`src/rtl/seven_segment_scan_ctrl_pkg.sv`:
```
// ============================================================================
// Module : seven_segment_scan_ctrl_pkg
// Brief  : Shared types and helpers for the seven-segment scan controller.
// Rev    : 1.0
// ============================================================================
`default_nettype none

package seven_segment_scan_ctrl_pkg;

    typedef enum logic [0:0] {
        ST_BLANK = 1'b0,
        ST_DRIVE = 1'b1
    } scan_state_e;

    // Bits needed to hold 0..value-1, never less than one.
    function automatic int clog2_min1(input int value);
        int w;
        w = 1;
        while ((1 << w) < value) begin
            w = w + 1;
        end
        return w;
    endfunction

endpackage

`default_nettype wire

```
`src/rtl/seven_segment_scan_ctrl_seg_slot_timer.sv`:
```
// ============================================================================
// Module : seg_slot_timer
// Brief  : Free-running digit-slot counter with blank-end / slot-end strobes.
// Rev    : 1.0
// ============================================================================
`default_nettype none

module seg_slot_timer
    import seven_segment_scan_ctrl_pkg::*;
#(
    parameter int REFRESH_DIV  = 50000,
    parameter int BLANK_CYCLES = 16
) (
    input  logic clk,
    input  logic rst,
    output logic blank_end,
    output logic slot_pre_end,
    output logic slot_end
);

    localparam int            CW           = clog2_min1(REFRESH_DIV);
    localparam logic [CW-1:0] c_blank_last = CW'(BLANK_CYCLES - 1);
    localparam logic [CW-1:0] c_pre_last   = CW'(REFRESH_DIV - 2);
    localparam logic [CW-1:0] c_slot_last  = CW'(REFRESH_DIV - 1);

    logic [CW-1:0] cnt_q;
    logic [CW-1:0] cnt_d;

    always_comb begin
        cnt_d = slot_end ? '0 : cnt_q + CW'(1);
    end

    always_ff @(posedge clk or posedge rst) begin
        if (rst) begin
            cnt_q <= '0;
        end else begin
            cnt_q <= cnt_d;
        end
    end

    // One cycle early so the parent can register its frame marker.
    assign blank_end    = (cnt_q == c_blank_last);
    assign slot_pre_end = (cnt_q == c_pre_last);
    assign slot_end     = (cnt_q == c_slot_last);

endmodule

`default_nettype wire

```
`src/rtl/seven_segment_scan_ctrl.sv`:
```
// ============================================================================
// Module : seven_segment_scan_ctrl
// Brief  : Multiplexed seven-segment scanner with blanking, LZS and
//          frame-synchronous double-buffered display data.
// Rev    : 1.0
// ============================================================================
`default_nettype none

module seven_segment_scan_ctrl
    import seven_segment_scan_ctrl_pkg::*;
#(
    parameter int DIGITS       = 4,
    parameter int N            = 4,
    parameter int REFRESH_DIV  = 50000,
    parameter int BLANK_CYCLES = 16
) (
    input  logic                  clk,
    input  logic                  rst,
    input  logic [DIGITS*N-1:0]   din,
    input  logic                  load,
    input  logic                  lzs_en,
    output logic                  load_ack,
    output logic [N-1:0]          value,
    output logic [DIGITS-1:0]     an,
    output logic                  frame_tick
);

    localparam int            DW           = clog2_min1(DIGITS);
    localparam logic [N-1:0]  BLANK_CODE   = '1;
    localparam logic [DW-1:0] c_last_digit = DW'(DIGITS - 1);

    scan_state_e           state_q, state_d;
    logic [DW-1:0]         digit_q, digit_d;
    logic [DIGITS*N-1:0]   disp_q, disp_d;
    logic [DIGITS*N-1:0]   pend_q, pend_d;
    logic                  pend_v_q, pend_v_d;
    logic                  load_ack_q, load_ack_d;
    logic                  frame_tick_q, frame_tick_d;
    logic [N-1:0]          value_q, value_d;
    logic [DIGITS-1:0]     an_q, an_d;

    logic                  w_blank_end;
    logic                  w_slot_pre_end;
    logic                  w_slot_end;
    logic [N-1:0]          w_code;
    logic [DIGITS-1:0]     w_an_sel;
    logic                  w_upper_zero;

    seg_slot_timer #(
        .REFRESH_DIV  (REFRESH_DIV),
        .BLANK_CYCLES (BLANK_CYCLES)
    ) u_slot_timer (
        .clk          (clk),
        .rst          (rst),
        .blank_end    (w_blank_end),
        .slot_pre_end (w_slot_pre_end),
        .slot_end     (w_slot_end)
    );

    // Digit code for the current index; blanked if it and everything above is zero.
    always_comb begin
        w_code       = '0;
        w_upper_zero = 1'b1;
        w_an_sel     = '1;
        for (int i = 0; i < DIGITS; i++) begin
            if (DW'(i) == digit_q) begin
                w_code      = disp_q[i*N +: N];
                w_an_sel[i] = 1'b0;
            end
            if ((DW'(i) >= digit_q) && (disp_q[i*N +: N] != '0)) begin
                w_upper_zero = 1'b0;
            end
        end
        if (lzs_en && (digit_q != '0) && w_upper_zero) begin
            w_code = BLANK_CODE;
        end
    end

    always_comb begin
        state_d      = state_q;
        digit_d      = digit_q;
        an_d         = an_q;
        value_d      = value_q;
        frame_tick_d = w_slot_pre_end && (digit_q == c_last_digit);
        case (state_q)
            ST_BLANK: begin
                if (w_blank_end) begin
                    state_d = ST_DRIVE;
                    an_d    = w_an_sel;
                    value_d = w_code;
                end
            end
            ST_DRIVE: begin
                if (w_slot_end) begin
                    state_d = ST_BLANK;
                    digit_d = (digit_q == c_last_digit) ? '0 : digit_q + DW'(1);
                    an_d    = '1;
                    value_d = BLANK_CODE;
                end
            end
            default: begin
                state_d = ST_BLANK;
                an_d    = '1;
                value_d = BLANK_CODE;
            end
        endcase
    end

    // A load on the commit cycle goes straight to the display buffer.
    always_comb begin
        pend_d     = pend_q;
        pend_v_d   = pend_v_q;
        disp_d     = disp_q;
        load_ack_d = 1'b0;
        if (load) begin
            pend_d   = din;
            pend_v_d = 1'b1;
        end
        if (frame_tick_q && (pend_v_q || load)) begin
            disp_d     = load ? din : pend_q;
            pend_v_d   = 1'b0;
            load_ack_d = 1'b1;
        end
    end

    always_ff @(posedge clk or posedge rst) begin
        if (rst) begin
            state_q      <= ST_BLANK;
            digit_q      <= '0;
            disp_q       <= '0;
            pend_q       <= '0;
            pend_v_q     <= 1'b0;
            load_ack_q   <= 1'b0;
            frame_tick_q <= 1'b0;
            value_q      <= BLANK_CODE;
            an_q         <= '1;
        end else begin
            state_q      <= state_d;
            digit_q      <= digit_d;
            disp_q       <= disp_d;
            pend_q       <= pend_d;
            pend_v_q     <= pend_v_d;
            load_ack_q   <= load_ack_d;
            frame_tick_q <= frame_tick_d;
            value_q      <= value_d;
            an_q         <= an_d;
        end
    end

    assign load_ack   = load_ack_q;
    assign value      = value_q;
    assign an         = an_q;
    assign frame_tick = frame_tick_q;

endmodule

`default_nettype wire

```
`config.mk`:
```
export PLATFORM = sky130hd
export DESIGN_NAME = seven_segment_scan_ctrl
export DESIGN_NICKNAME = d
export VERILOG_FILES = /design/src/rtl/seven_segment_scan_ctrl_pkg.sv /design/src/rtl/seven_segment_scan_ctrl_seg_slot_timer.sv /design/src/rtl/seven_segment_scan_ctrl.sv
export SDC_FILE = /design/constraint.sdc
export NUM_CORES = 1
export LEC_CHECK = 0
export ABC_AREA = 1
export CORE_ASPECT_RATIO = 0.9
export CORE_UTILIZATION = 51
export DETAILED_ROUTE_END_ITERATION = 12
export PLACE_DENSITY = 0.76
export SETUP_SLACK_MARGIN = 0.5
export SYNTH_ARGS = -nofsm -noshare
export SYNTH_HDL_FRONTEND = slang
export SYNTH_HIERARCHICAL = 1
export SYNTH_SLANG_ARGS = --single-unit
```
`constraint.sdc`:
```
create_clock -name clk -period 1.7 [get_ports clk]
set_input_delay 0.34 -clock clk [delete_from_list [all_inputs] [get_ports clk]]
set_output_delay 0.34 -clock clk [all_outputs]
set_load 0.01 [all_outputs]
```
==> results.txt <==
- Final worst path period need: about 1.7 ns
- For this run, the slowest stage of the critical path takes roughly 0.42 ns.
- For this run, the post-layout net count is about 450.
- After synthesis, the netlist uses 26 different library cells.
- Sw frac: a little under a quarter
* Number of synthesized flops with an enable pin: 0
* Cell Pwr Density: 796 nW/um2
- Post-synth ARST share: 100%
- The design draws 0.00319 W.
- Library cell with the largest summed area after synthesis: dfrtp_1
- The root buffer cell chosen for the clock tree is clkbuf_8.
* Cell seen most often among critical-path stages: nand2_2
- Data on the critical path arrives at its endpoint at 1.91 ns.
- The detailed router finished its first iteration with 275 violations.
- Via count of the first global-routing pass: 2342
- Prior to clock tree synthesis, the placed netlist has a worst setup slack of -0.00335 ns.
- Setup slack on the critical path of the routed design comes to between 0.04 and 0.05 ns.
- Data required time of the worst path: between 1.5 and 2 ns
- Setup violations remaining at the end of the flow were counted as 0.
* DRC viols: 0
- The finished cells cover ~4000 um2.
- STA classifies the critical path startpoint as a register.
- The count of endpoints failing hold in the final timing report is 0.
* Global placer's final weighted congestion: 0.866
- Buffers inserted to repair hold after CTS numbered 0.
* Leftover overflow at the end of global routing: 0
- Max rail drop VDD: approximately 0.00059 V
* Total iterations of the first detailed-routing run: 4
* Antenna Nets Post-Route: 0
- Internal power consumption: 0.00247 W
* Max-cap violations: 0
* Number of sinks on the clock net: 62
* Synth area leaders: dfrtp_1, nand2_1, dfstp_2
- Die Width: just over 80 um
* Critical path class: reg2reg
- RSZ-0062 raised after global routing: yes
- Standard-cell rows: 26
- The number of antenna violations at the first check in global routing was 0.
- Per-cell via count in the routed design: roughly 5.2
- Total nets after synthesis: around 400
* Flop pwr share: between 40% and 50%
- Detailed placement finished with a half-perimeter wire length of 4350 um.
- Critical path cell sequence: nor2_2 > inv_2 > nor2_4 > nand2_2 > nor3_2 > nand2_2 > inv_4 > o21ai_2 > a21oi_2 > a21oi_1
* Switching component of the power: between 0.0007 and 0.0008 W
- Status: complete, no violations
- In the finished design, the share of the clock period the worst path needs comes to between 90 and 100%.
* Sequential fraction of the synthesis area: 52.1%
- Clock-pin slew was measured on the worst setup and hold paths at roughly 0.070 ns.
- Of the cells placed in the final design, the portion with a size suffix greater than 1 is between 20% and 30%.
- The first global-routing pass estimated between 10000 and 15000 um of wire.
- Die ar.: about 6200 um2
- TritonCTS built the clock tree.
- Mean instance size in the synthesized netlist: 8.24 um2
- In this run, synthesis produced a sequential element count of 62.
- Maximum net fanout on the critical path: 5
- DIE HEIGHT: roughly 75 um
- The clock network accounts for 43.7% of the total power.
* Worst Tran Pin Value: roughly 0.32 ns
* All-layer global routing usage: 22.6%
* Worst Clk Skew: ~0.0086 ns
- CTS max path bufs: 2
- TritonCTS buffer count: 9
- Once placement finished, the instance area stood at between 3000 and 4000 um2.
- Once the floorplan was initialized, standard cells occupied a little over half of the core.
- FILL cells: about 430
- Port buffering added 29 buffers.
- The total area inside the core boundary comes to 5660 um2.
* Clock latency on the worst-skew pair: 0.33 ns
- For this run, the leading register cell type out of synthesis is dfrtp_1.
* Area share of the largest cell type after synthesis: a little under half
* Crit. End Element: register
* Number of warnings issued by yosys: 6
- After synthesis the cells add up to roughly 3000 um2.
- The number of max-slew violations in the final report is 0.
- Timing would allow up to roughly 600 MHz.
* Cells after synthesis: 364
- Largest net degree at the start of global routing: 47
- 30 I/O pins were placed.
- Relative to the synthesized area, the layout overhead comes to 33.5%.
* Slowest cell on crit path: dfrtp_1
- Leakage power: 1.97 nW
- In this run the number of H-tree levels came out at 3.
- DR WL/cell: between 10 and 15 um
- The final route contains 2619 vias.
- At the end of the flow the core is filled with cells to 70.7%.
- Of the total power, combinational logic draws under 10%.
* Worst min-delay path class: in2async
- Rel. slew slack: approximately 78%
- Summed over all failing endpoints, the final setup total negative slack is 0 ns.
* Total inserted antenna cells: 0
- Detailed Route WL: between 7000 and 8000 um
[sequential cells by signal, indices dropped and copies added (netlist names)]
register / count
an: 4
digit_q: 2
disp_q: 16
frame_tick: 1
load_ack: 1
pend_q: 16
pend_v_q: 1
state_q: 1
u_slot_timer/cnt_q: 16
value: 4
[synthesized netlist by cell type, drive strengths merged (2+ instances only)]
cell and instances:
a21oi 21, a31oi 8, buf 7, dfrtp 54, dfstp 8, ha 7
inv 48, nand2 107, nand3 22, nand4 2, nor2 50, nor3 2
o21ai 20, xor2 6
[metal layers]
layer	vias up	part of all wire [%]	track usage, %
met4	0	1.8	9.58
met5	-	0	0
met2	86	47	36.0
li1	1270	-	-
met3	16	5.0	3.95
met1	1247	46	31.4
[worst max-delay path: cells and delay by family, from the launching register on]
family,cells,cell delay (ns)
AO/OA/AOI/OAI,3,0.27
flip-flops,1,0.42
buffers and inverters,2,0.19
AND/OR/NAND/NOR,5,0.72
[repair_timing]
action | CTS | global route
setup endpoints to repair | 50 | 45
pin swaps | 11 | 12
resized for setup | 71 | 43
setup buffers | 9 | 5
gates cloned | 1 | 2
[cells by family after synthesis]
| family | after synthesis | share of synthesized area (%) |
|---|---|---|
| AO/OA/AOI/OAI | 49 | 8.51 |
| flip-flops | 62 | 52.1 |
| adder cells (fa/ha/maj) | 7 | 2.92 |
| XOR/XNOR | 6 | 1.75 |
| buffers and inverters | 55 | 7.93 |
| AND/OR/NAND/NOR | 185 | 26.8 |
[final timing paths]
check,from,endpoint,slack [ns],depth (start not counted)
min in group clk,pend_q[3],pend_q[3],0.47,2
worst min register to register,pend_q[3],pend_q[3],0.47,2
worst max register to register,u_slot_timer/cnt_q[10],value[3],0.05,10
max in group asynchronous,rst,an[2],0.99,3
worst max-delay path,u_slot_timer/cnt_q[10],value[3],0.05,10
worst min-delay path,rst,u_slot_timer/cnt_q[1],0.41,3
[layout by cell type (no fill, tap or decap), types with 2 or more instances in the layout]
cell,n
a21oi_1,15
a21oi_2,6
a31oi_1,8
buf_12,2
buf_2,2
buf_4,16
buf_6,14
bufinv_16,2
clkbuf_8,9
clkdlybuf4s50_1,18
clkinv_2,2
clkinv_4,2
clkinvlp_4,3
dfrtp_1,53
dfstp_2,8
ha_1,5
inv_1,38
inv_2,6
nand2_1,96
nand2_2,10
nand3_1,16
nand3_2,3
nand3_4,3
nand4_1,2
nor2_1,36
nor2_2,6
nor2_4,8
nor2_8,2
o21ai_0,3
o21ai_1,10
o21ai_2,7
xor2_1,6
[final cells by class]
type | instances | area [um2] | area share, %
Clock buffer | 10 | 128 | 3.19
Clock inverter | 6 | 86.3 | 2.16
Inverter | 48 | 195 | 4.88
Multi-Input combinational cell | 249 | 1400 | 35.0
Sequential cell | 62 | 1560 | 39.0
Tap cell | 70 | 87.6 | 2.19
Timing Repair Buffer | 54 | 542 | 13.5
[power groups by stage]
stage	Clock [W]	Sequential (W)	Combinational [W]
5_1_grt	0.00148	0.00158	0.000251
3_5_place_dp	0	0.00160	0.000212
6_report	0.00139	0.00157	0.000222
2_1_floorplan	0	0.00159	0.000114
4_1_cts	0.00142	0.00157	0.000216
3_3_place_gp	0	0.00160	0.000205
[stage by stage]
stage               hold WS (ns)  cells
finish                     0.406    499
floorplan                  0.254    364
detailed placement         0.455    466
CTS                        0.403    492
global placement           0.449    466
global route               0.434    499
Note: power is estimated with default switching activity, not from simulation.
